### src/rtl/operand_sel_pipe.sv
// N-way operand select registered behind a valid/ready handshake with a 2-entry skid buffer.
// Illegal selects produce defined data, a per-beat error flag and a saturating error count.
//
// state   | meaning
// --------+----------------------------------------------------------
// S_EMPTY | no beat held; out_valid low, in_ready high
// S_ONE   | OUT holds a beat; in_ready high
// S_TWO   | OUT and SKID both hold beats; in_ready low
module operand_sel_pipe #(
   parameter int  WIDTH        = 64,
   parameter int  NUM_IN       = 3,
   parameter int  INVALID_HOLD = 0,
   localparam int SEL_W        = $clog2(NUM_IN)
) (
   input  logic                    clk,
   input  logic                    rst_n,
   input  logic [NUM_IN*WIDTH-1:0] in_data,
   input  logic [SEL_W-1:0]        in_sel,
   input  logic                    in_valid,
   output logic                    in_ready,
   output logic [WIDTH-1:0]        out_data,
   output logic                    out_err,
   output logic                    out_valid,
   input  logic                    out_ready,
   output logic [15:0]             err_count
);

   typedef enum logic [1:0] {
      S_EMPTY = 2'd0,
      S_ONE   = 2'd1,
      S_TWO   = 2'd2
   } state_t;

   localparam logic [SEL_W:0] SEL_LIMIT = (SEL_W + 1)'(NUM_IN);

   state_t             r_state;
   state_t             w_state_nxt;
   logic [WIDTH-1:0]   r_out_data;
   logic               r_out_err;
   logic [WIDTH-1:0]   r_skid_data;
   logic               r_skid_err;
   logic [WIDTH-1:0]   r_last_good;
   logic [15:0]        r_err_count;

   logic               w_accept;
   logic               w_xfer;
   logic               w_legal;
   logic [WIDTH-1:0]   w_sel_data;
   logic [WIDTH-1:0]   w_new_data;
   logic               w_new_err;
   logic               w_load_out_new;
   logic               w_load_out_skid;
   logic               w_load_skid;

   // Handshake flags come from the state register only, so in_ready has no path from out_ready.
   assign in_ready  = (r_state != S_TWO);
   assign out_valid = (r_state != S_EMPTY);
   assign w_accept  = in_valid & in_ready;
   assign w_xfer    = out_valid & out_ready;
   assign w_legal   = ({1'b0, in_sel} < SEL_LIMIT);

   always_comb begin
      w_sel_data = '0;
      for (int k = 0; k < NUM_IN; k++) begin
         if (in_sel == SEL_W'(k)) begin
            w_sel_data = in_data[k*WIDTH +: WIDTH];
         end
      end
   end

   always_comb begin
      w_new_err = ~w_legal;
      if (w_legal) begin
         w_new_data = w_sel_data;
      end else if (INVALID_HOLD != 0) begin
         w_new_data = r_last_good;
      end else begin
         w_new_data = '0;
      end
   end

   always_ff @(posedge clk or negedge rst_n) begin
      if (!rst_n) begin
         r_state <= S_EMPTY;
      end else begin
         r_state <= w_state_nxt;
      end
   end

   always_comb begin
      w_state_nxt     = r_state;
      w_load_out_new  = 1'b0;
      w_load_out_skid = 1'b0;
      w_load_skid     = 1'b0;
      case (r_state)
         S_EMPTY: begin
            if (w_accept) begin
               w_load_out_new = 1'b1;
               w_state_nxt    = S_ONE;
            end
         end
         S_ONE: begin
            if (w_accept && w_xfer) begin
               w_load_out_new = 1'b1;
            end else if (w_accept) begin
               w_load_skid = 1'b1;
               w_state_nxt = S_TWO;
            end else if (w_xfer) begin
               w_state_nxt = S_EMPTY;
            end
         end
         S_TWO: begin
            if (w_xfer) begin
               w_load_out_skid = 1'b1;
               w_state_nxt     = S_ONE;
            end
         end
         default: begin
            w_state_nxt = S_EMPTY;
         end
      endcase
   end

   always_ff @(posedge clk or negedge rst_n) begin
      if (!rst_n) begin
         r_out_data  <= '0;
         r_out_err   <= 1'b0;
         r_skid_data <= '0;
         r_skid_err  <= 1'b0;
         r_last_good <= '0;
         r_err_count <= '0;
      end else begin
         if (w_load_out_new) begin
            r_out_data <= w_new_data;
            r_out_err  <= w_new_err;
         end else if (w_load_out_skid) begin
            r_out_data <= r_skid_data;
            r_out_err  <= r_skid_err;
         end
         if (w_load_skid) begin
            r_skid_data <= w_new_data;
            r_skid_err  <= w_new_err;
         end
         if (w_accept && w_legal) begin
            r_last_good <= w_sel_data;
         end
         if (w_accept && !w_legal && (r_err_count != 16'hFFFF)) begin
            r_err_count <= r_err_count + 16'd1;
         end
      end
   end

   assign out_data  = r_out_data;
   assign out_err   = r_out_err;
   assign err_count = r_err_count;

endmodule

### config.mk
export PLATFORM = sky130hd
export DESIGN_NAME = operand_sel_pipe
export DESIGN_NICKNAME = d
export VERILOG_FILES = /design/src/rtl/operand_sel_pipe.sv
export SDC_FILE = /design/constraint.sdc
export NUM_CORES = 1
export LEC_CHECK = 0
export ABC_AREA = 1
export BUFFER_PORTS_ARGS = -buffer_cell sky130_fd_sc_hd__buf_2
export CAP_MARGIN = 20
export CORE_MARGIN = 8
export CORE_UTILIZATION = 45
export DETAILED_ROUTE_END_ITERATION = 8
export PLACE_DENSITY = 0.77
export SLEW_MARGIN = 5
export SYNTH_ARGS = -nofsm -noshare
export SYNTH_HDL_FRONTEND = slang
export SYNTH_SLANG_ARGS = --single-unit
### constraint.sdc
create_clock -name clk -period 1.5 [get_ports clk]
set_input_delay 0.3 -clock clk [delete_from_list [all_inputs] [get_ports clk]]
set_output_delay 0.3 -clock clk [all_outputs]
set_load 0.1 [all_outputs]
==> flow_metrics.py, run 1 <==
metrics = {
    "route": {
        "drt-total-wl_um": 25700,
        "num_vias": 8317,
        "first_pass_iters": 5,
        "ant_nets": 0,
        "wl_per_cell_um": 15.6,
        "first_iter_violations": 490,
        "drt-vias-per-instance": 5.04,
        "drc_errors": 0,
    },
    "cells_and_area": {
        "register_area_um2": 3750,
        "syn_to_final_growth_pct": 45.3,
        "nFillCells": 1423,
        "nets": 1609,
        "layout-drive-gt1-share": 0.302,
        "multi_input_area_um2": 3590,
    },
    "synth": {
        "yosys_warnings": 0,
        "ys.flop_type": "dfrtp_1",
        "netlist_area_um2": 7710,
        "async_reset_ff_frac": 1.00,
        "synth_seq_area_share": 0.480,
        "netlist_top_cells_area": "dfrtp_1, nand2_1, o21ai_0",
        "yosys.cell_types.count": 26,
        "avgSynthCellArea_um2": 7.03,
        "synth_top_area_cell": "dfrtp_1",
        "synth_edf_count": 0,
        "synth_top_area_share": 0.480,
        "synth.net_count": 1296,
        "ys_seq_elements": 148,
        "synthCells": 1097,
    },
    "clock_tree": {
        "clk_pin_slew_ns": 0.06,
        "clock_latency_ns": 0.42,
        "cts_sinks": 148,
        "cts_buffers": 17,
        "cts-root-buf": "clkbuf_16",
        "h-tree-depth": 4,
        "cts_tree": "yes",
        "clockBufferDepth": 2,
    },
    "global_routing": {
        "overflow": 0,
        "antenna_found_initial": 4,
        "grt_first_pass_wirelength_um": 40600,
        "grt_max_degree": 45,
        "gr-usage-all-layers": 0.231,
        "grt_pass1_vias": 8281,
    },
    "power_and_ir_drop": {
        "power.density_nw_per_um2": 1700,
        "pwr-share-seq": 0.307,
        "combPwrFrac": 0.470,
        "power.internal_mw": 10.1,
        "p_sw_frac": 0.470,
        "vdd_drop_max_mv": 1.05,
        "clkPwrFrac": 0.223,
        "totalPowerFinal_mw": 19.0,
        "power.leakage_nw": 5.78,
        "p_sw_mw": 8.93,
    },
    "sta": {
        "setup_slack_ns": -0.0267,
        "max_slew_margin": 0.733,
        "drv_slew": 0,
        "min_period_over_period": 1.02,
        "min_period_ns": 1.53,
        "fmax_mhz": 655,
        "setup_violations": 4,
        "fin_skew_ns": 0.00670,
        "finalHoldViolCount": 0,
        "rsz0062_at_grt": "true",
        "tightest_slew_ns": 0.396,
    },
    "die": {
        "die_x_um": 147,
        "die_h_um": 147,
        "dieArea_um2": 21600,
        "start_util": 0.454,
        "core_um2": 17000,
        "num_rows": 48,
        "num_io_pins": 281,
    },
    "critical_path": {
        "cp.depth": 4,
        "worstPathCellList": "inv_2, nor2_4, inv_2, buf_12",
        "r2r_start": "err_count[1]",
        "crit_type": "flip-flop to output port",
        "critPathLaunchType": "flip-flop",
        "crit_family": "flip-flops",
        "cp-end-kind": "output port",
        "reg2regPathDepth": 9,
        "critical-path-max-stage-delay_ns": 0.38,
        "cp_common_cell": "inv_2",
        "critPathMaxFanout": 3,
        "r2r_setup_slack_ns": 0.03,
        "rr_endpoint": "err_count[1]",
        "crit_buf_inv": 3,
        "critical_path_arrival_ns": 1.23,
        "crit_slowest_cell": "dfrtp_1",
        "critPathRequiredTime_ns": 1.20,
    },
    "status": {
        "status": "finished, violations left",
        "violations": "negative setup slack",
    },
    "min_path": {
        "hp-start": "out_ready",
        "hold_class": "input pin to flip-flop",
        "hold_path_end": "r_state[1]",
        "whs_path_depth": 2,
    },
    "placed_design": {
        "dp_hpwl_um": 18000,
        "gp_congestion": 0.865,
        "place_ws_ns": -0.122,
        "portBuffers": 280,
    },
    "run": {
        "maxCapViolCount": 0,
    },
}
per-layer routing:
| layer | vias up | share of wire | track usage |
|---|---|---|---|
| met4 | 4 | 0.021 | 0.0809 |
| met5 | - | 0.0011 | 0 |
| met3 | 42 | 0.068 | 0.0609 |
| li1 | 4073 | - | - |
| met2 | 288 | 0.49 | 0.386 |
| met1 | 3910 | 0.42 | 0.282 |
cell usage after synthesis (all sizes together) (5+ instances only):
| library cell | instances |
|---|---|
| o21ai | 132 |
| nor2 | 78 |
| clkbuf | 34 |
| nand4 | 5 |
| dfrtp | 148 |
| nand3 | 49 |
| a21oi | 33 |
| buf | 26 |
| inv | 53 |
| xnor2 | 6 |
| nand2 | 526 |
through the flow:
stage / TNS [ns] / cells / hold WS (ns) / utilization / area [um2]
after floorplan: -2.19 / 1097 / 0.00441 / - / 7790
after global placement: -0.709 / 1601 / 0.203 / 0.597 / 10100
after detailed placement: -2.07 / 1601 / 0.206 / 0.597 / 10100
after CTS: -0.182 / 1637 / 0.0924 / 0.647 / 11000
after global routing: -1.68 / 1649 / 0.131 / 0.659 / 11200
final: -0.0404 / 1649 / 0.127 / 0.659 / 11200
worst max path at each step:
stage                  startpoint             to
floorplan            err_count[0]  err_count[12]
global placement    err_count[11]  err_count[12]
detailed placement      in_sel[0]   out_data[59]
CTS                    r_state[0]       in_ready
global route           r_state[1]  err_count[10]
finish                 r_state[1]       in_ready
cell type report:
type	count	share of cell area
antenna	2	0.000447
clock buffer	22	0.0432
clock inverter	9	0.00916
inverter	54	0.0192
multi-input combinational	835	0.320
sequential	148	0.335
tap	225	0.0251
timing repair buffer	354	0.247
sequential cells by signal (all words and copies together), names as in the netlist:
register	cells
err_count	16
out_data	64
out_err	1
r_skid_data	64
r_skid_err	1
r_state	2
layout by cell type, fill, tap and decap left out, types with 6 or more instances in the layout:
| master | count |
|---|---|
| nand2_1 | 522 |
| buf_2 | 196 |
| dfrtp_1 | 131 |
| o21ai_0 | 118 |
| buf_4 | 102 |
| nor2_1 | 65 |
| nand3_1 | 48 |
| inv_1 | 44 |
| buf_12 | 40 |
| a21oi_1 | 33 |
| clkbuf_16 | 20 |
| o21ai_1 | 13 |
| dfrtp_4 | 11 |
| buf_6 | 11 |
| nor2_2 | 8 |
| inv_2 | 7 |
| xnor2_1 | 6 |
| dfrtp_2 | 6 |
worst reg2reg max path, delay by kind of cell (launching register included):
kind	cells	cell delay [ns]
AO/OA/AOI/OAI	1	0.07
flip-flops	1	0.49
AND/OR/NAND/NOR	4	0.25
buffers and inverters	3	0.36
adder cells (fa/ha/maj)	1	0.18
power groups by stage:
stage	sequential [mW]	clock [mW]	combinational, mW
floorplan	10.1	0	1.92
global placement	5.80	0	8.29
detailed placement	5.85	0	8.39
CTS	5.82	4.30	8.83
global route	5.96	4.46	9.48
finish	5.83	4.24	8.94
timing repair:
item | in CTS | in global routing
gates resized for setup | 78 | 31
gates cloned | 0 | 3
pin swaps | 1 | 3
hold buffers | 1 | 0
endpoints found under the setup margin | 102 | 99
endpoints found under the hold margin | 25 | 0
setup buffers | 8 | 7
cells by family after synthesis:
| logic type | synth area share |
|---|---|
| and+or+nand+nor | 0.334 |
| AOI/OAI and AO/OA | 0.112 |
| DFF | 0.480 |
| buffers and inverters | 0.0648 |
| xor gates and xnor gates | 0.00795 |
| adders and majority gates | 0.00162 |
Power figures use the tool's default switching activity.
==> inputs of run 2 (changes only) <==
- ABC_AREA: 1 -> unset
==> run 2 against run 1 <==
The flow still finishes with violations (negative setup slack). Largest power group unchanged. Non-clock buffer count rose by 63. Power is 8.7% higher. Die area about the same. Sequential power up 3%. Synthesized cell count is 32% lower. Setup slack got worse by 0.26 ns. Core utilization up 7.7 points. Clock power up 3%. Sequential share of layout area is 3.5 points lower. Sequential cell count is the same. Area after synthesis is essentially flat.
==> flow_metrics.py, run 2 <==
metrics = {
    "clock_tree": {
        "cts_buffers": 17,
        "clock_latency_ns": 0.42,
        "clockBufferDepth": 2,
        "cts_sinks": 148,
        "cts_tree": "yes",
        "cts-root-buf": "clkbuf_16",
        "clk_pin_slew_ns": 0.07,
        "h-tree-depth": 4,
    },
    "synth": {
        "synth_edf_count": 0,
        "ys_top_cells_by_count": "dfrtp_1, o21ai_0, nand2_1",
        "async_reset_ff_frac": 1.00,
        "yosysMostFrequentCell": "dfrtp_1",
        "netlist_top_cells_area": "dfrtp_1, mux2i_1, o21ai_0",
        "netlist_area_um2": 7700,
        "synthCells": 741,
        "synth_top_area_cell": "dfrtp_1",
        "avgSynthCellArea_um2": 10.4,
        "synth.net_count": 940,
        "yosys.cell_types.count": 41,
        "synth_seq_area_share": 0.481,
        "ys_seq_elements": 148,
        "ys.flop_type": "dfrtp_1",
        "yosys_warnings": 0,
        "synth_top_area_share": 0.481,
    },
    "die": {
        "die_x_um": 147,
        "dieArea_um2": 21600,
        "start_util": 0.453,
        "num_io_pins": 281,
        "core_um2": 17000,
        "die_h_um": 147,
        "num_rows": 48,
    },
    "global_routing": {
        "grt_first_pass_wirelength_um": 45000,
        "overflow": 0,
        "top_usage_layer": "met2",
        "antenna_found_initial": 5,
        "use_met2": 0.441,
        "grt_pass1_vias": 8412,
        "met3_usage": 0.0686,
        "grt_max_degree": 48,
        "met1_usage": 0.306,
        "gr-usage-all-layers": 0.260,
    },
    "route": {
        "drt-total-wl_um": 30100,
        "drt-vias-per-instance": 5.83,
        "first_iter_violations": 383,
        "drc_errors": 0,
        "num_vias": 7853,
        "wl_per_cell_um": 22.3,
        "first_pass_iters": 5,
        "ant_nets": 0,
    },
    "critical_path": {
        "reg2regPathDepth": 6,
        "critPathRequiredTime_ns": 1.81,
        "crit_path_end": "err_count[1]",
        "rr_endpoint": "err_count[1]",
        "cp-end-kind": "flip-flop",
        "critical_path_arrival_ns": 2.10,
        "critPathMaxFanout": 3,
        "crit_type": "flip-flop to flip-flop",
        "r2r_setup_slack_ns": -0.29,
        "critPathLaunchType": "flip-flop",
        "r2r_start": "err_count[1]",
        "crit_start": "err_count[1]",
    },
    "power_and_ir_drop": {
        "totalPowerFinal_mw": 20.7,
        "power.internal_mw": 11.1,
        "pwr-share-seq": 0.289,
        "p_sw_frac": 0.463,
        "vdd_drop_max_mv": 1.04,
        "p_sw_mw": 9.58,
        "power.density_nw_per_um2": 1650,
        "clkPwrFrac": 0.212,
        "combPwrFrac": 0.499,
        "power.leakage_nw": 5.88,
    },
    "status": {
        "violations": "negative setup slack",
        "status": "finished, violations left",
    },
    "placed_design": {
        "portBuffers": 280,
        "gp_congestion": 0.834,
        "placed_area_um2": 10200,
        "dp_hpwl_um": 18000,
        "place_ws_ns": -0.495,
    },
    "min_path": {
        "hp-start": "out_ready",
        "hold_class": "input pin to flip-flop",
    },
    "cells_and_area": {
        "syn_to_final_growth_pct": 62.5,
        "mostFrequentLayoutCell": "buf_2",
        "nFillCells": 1156,
        "layout-drive-gt1-share": 0.552,
        "nets": 1306,
        "final_cell_mix": "buf_2, dfrtp_1, buf_4",
        "stdcell_area_um2": 12500,
    },
    "sta": {
        "fmax_mhz": 559,
        "min_period_over_period": 1.19,
        "setup_slack_ns": -0.290,
        "rsz0062_at_grt": "true",
        "max_slew_margin": 0.280,
        "finalHoldViolCount": 0,
        "tightest_slew_ns": 1.08,
        "fin_skew_ns": 0.00796,
        "setup_violations": 151,
        "drv_slew": 0,
        "min_period_ns": 1.79,
    },
    "run": {
        "maxCapViolCount": 0,
    },
}
run 2: final cells by class:
class	instances	area, um2	share of cell area
clock inverter	13	159	0.0127
multi-input combinational	521	4240	0.339
antenna	4	10.0	0.000800
tap	225	282	0.0225
sequential	148	3760	0.300
timing repair buffer	417	3620	0.289
inverter	2	7.51	0.000600
clock buffer	18	439	0.0351
run 2: worst max-delay path, stage by stage, from the launching register on:
cell     delay [ns]
dfrtp_4        0.44
ha_4           0.15
nand4_1        0.23
nor4_4         0.32
buf_4          0.21
nor2_4         0.04
mux2_2         0.29
run 2: timing repair:
action,4_1_cts,5_1_grt
setup buffers,33,16
endpoints found under the setup margin,160,163
endpoints found under the hold margin,21,0
resized for setup,224,122
cloned,10,8
hold buffers,1,0
pin swaps,21,20
run 2: power groups by stage:
stage          Combinational [mW]  Sequential, mW  Clock (mW)
3_3_place_gp                 8.64            5.89           0
6_report                     10.3            5.98        4.38
3_5_place_dp                 8.75            5.94           0
5_1_grt                      10.7            6.11        4.60
2_1_floorplan                2.06            10.3           0
4_1_cts                      9.79            5.92        4.41
run 2: logic make-up (layout without fill, tap and decap cells):
| group | after synthesis | count (layout) | share of synthesized area |
|---|---|---|---|
| flops | 148 | 148 | 0.481 |
| buf+inv | 72 | 450 | 0.0517 |
| simple gates | 112 | 112 | 0.0777 |
| fa+ha+maj | 1 | 1 | 0.00162 |
| mux | 95 | 95 | 0.128 |
| xor+xnor | 15 | 15 | 0.0171 |
| other cells | 0 | 4 | 0 |
| compound gates | 298 | 298 | 0.243 |
run 2: through the flow:
stage	TNS [ns]	std cells	utilization	hold WS, ns
detailed placement	-29.21	1248	0.597	0.197
global placement	-22.80	1248	0.597	0.191
finish	-16.55	1348	0.736	0.154
CTS	-12.63	1323	0.703	0.108
global route	-23.92	1348	0.736	0.140
floorplan	-3.03	741	-	0.00441
run 2: worst min-delay path by stage:
| stage | endpoint | slack, ns | cells after the start |
|---|---|---|---|
| after global placement | out_data[12] | 0.19 | 1 |
| after global routing | r_state[1] | 0.14 | 2 |
| after detailed placement | out_data[12] | 0.20 | 1 |
| after floorplan | err_count[2] | 0.004 | 0 |
| final | r_state[1] | 0.15 | 2 |
| after CTS | r_state[1] | 0.11 | 2 |
run 2: metal layers:
metal | routed length (um) | vias up
li1 | - | 3503
met1 | 11500 | 3850
met2 | 15200 | 414
met3 | 2390 | 84
met4 | 979 | 2
met5 | 10 | -
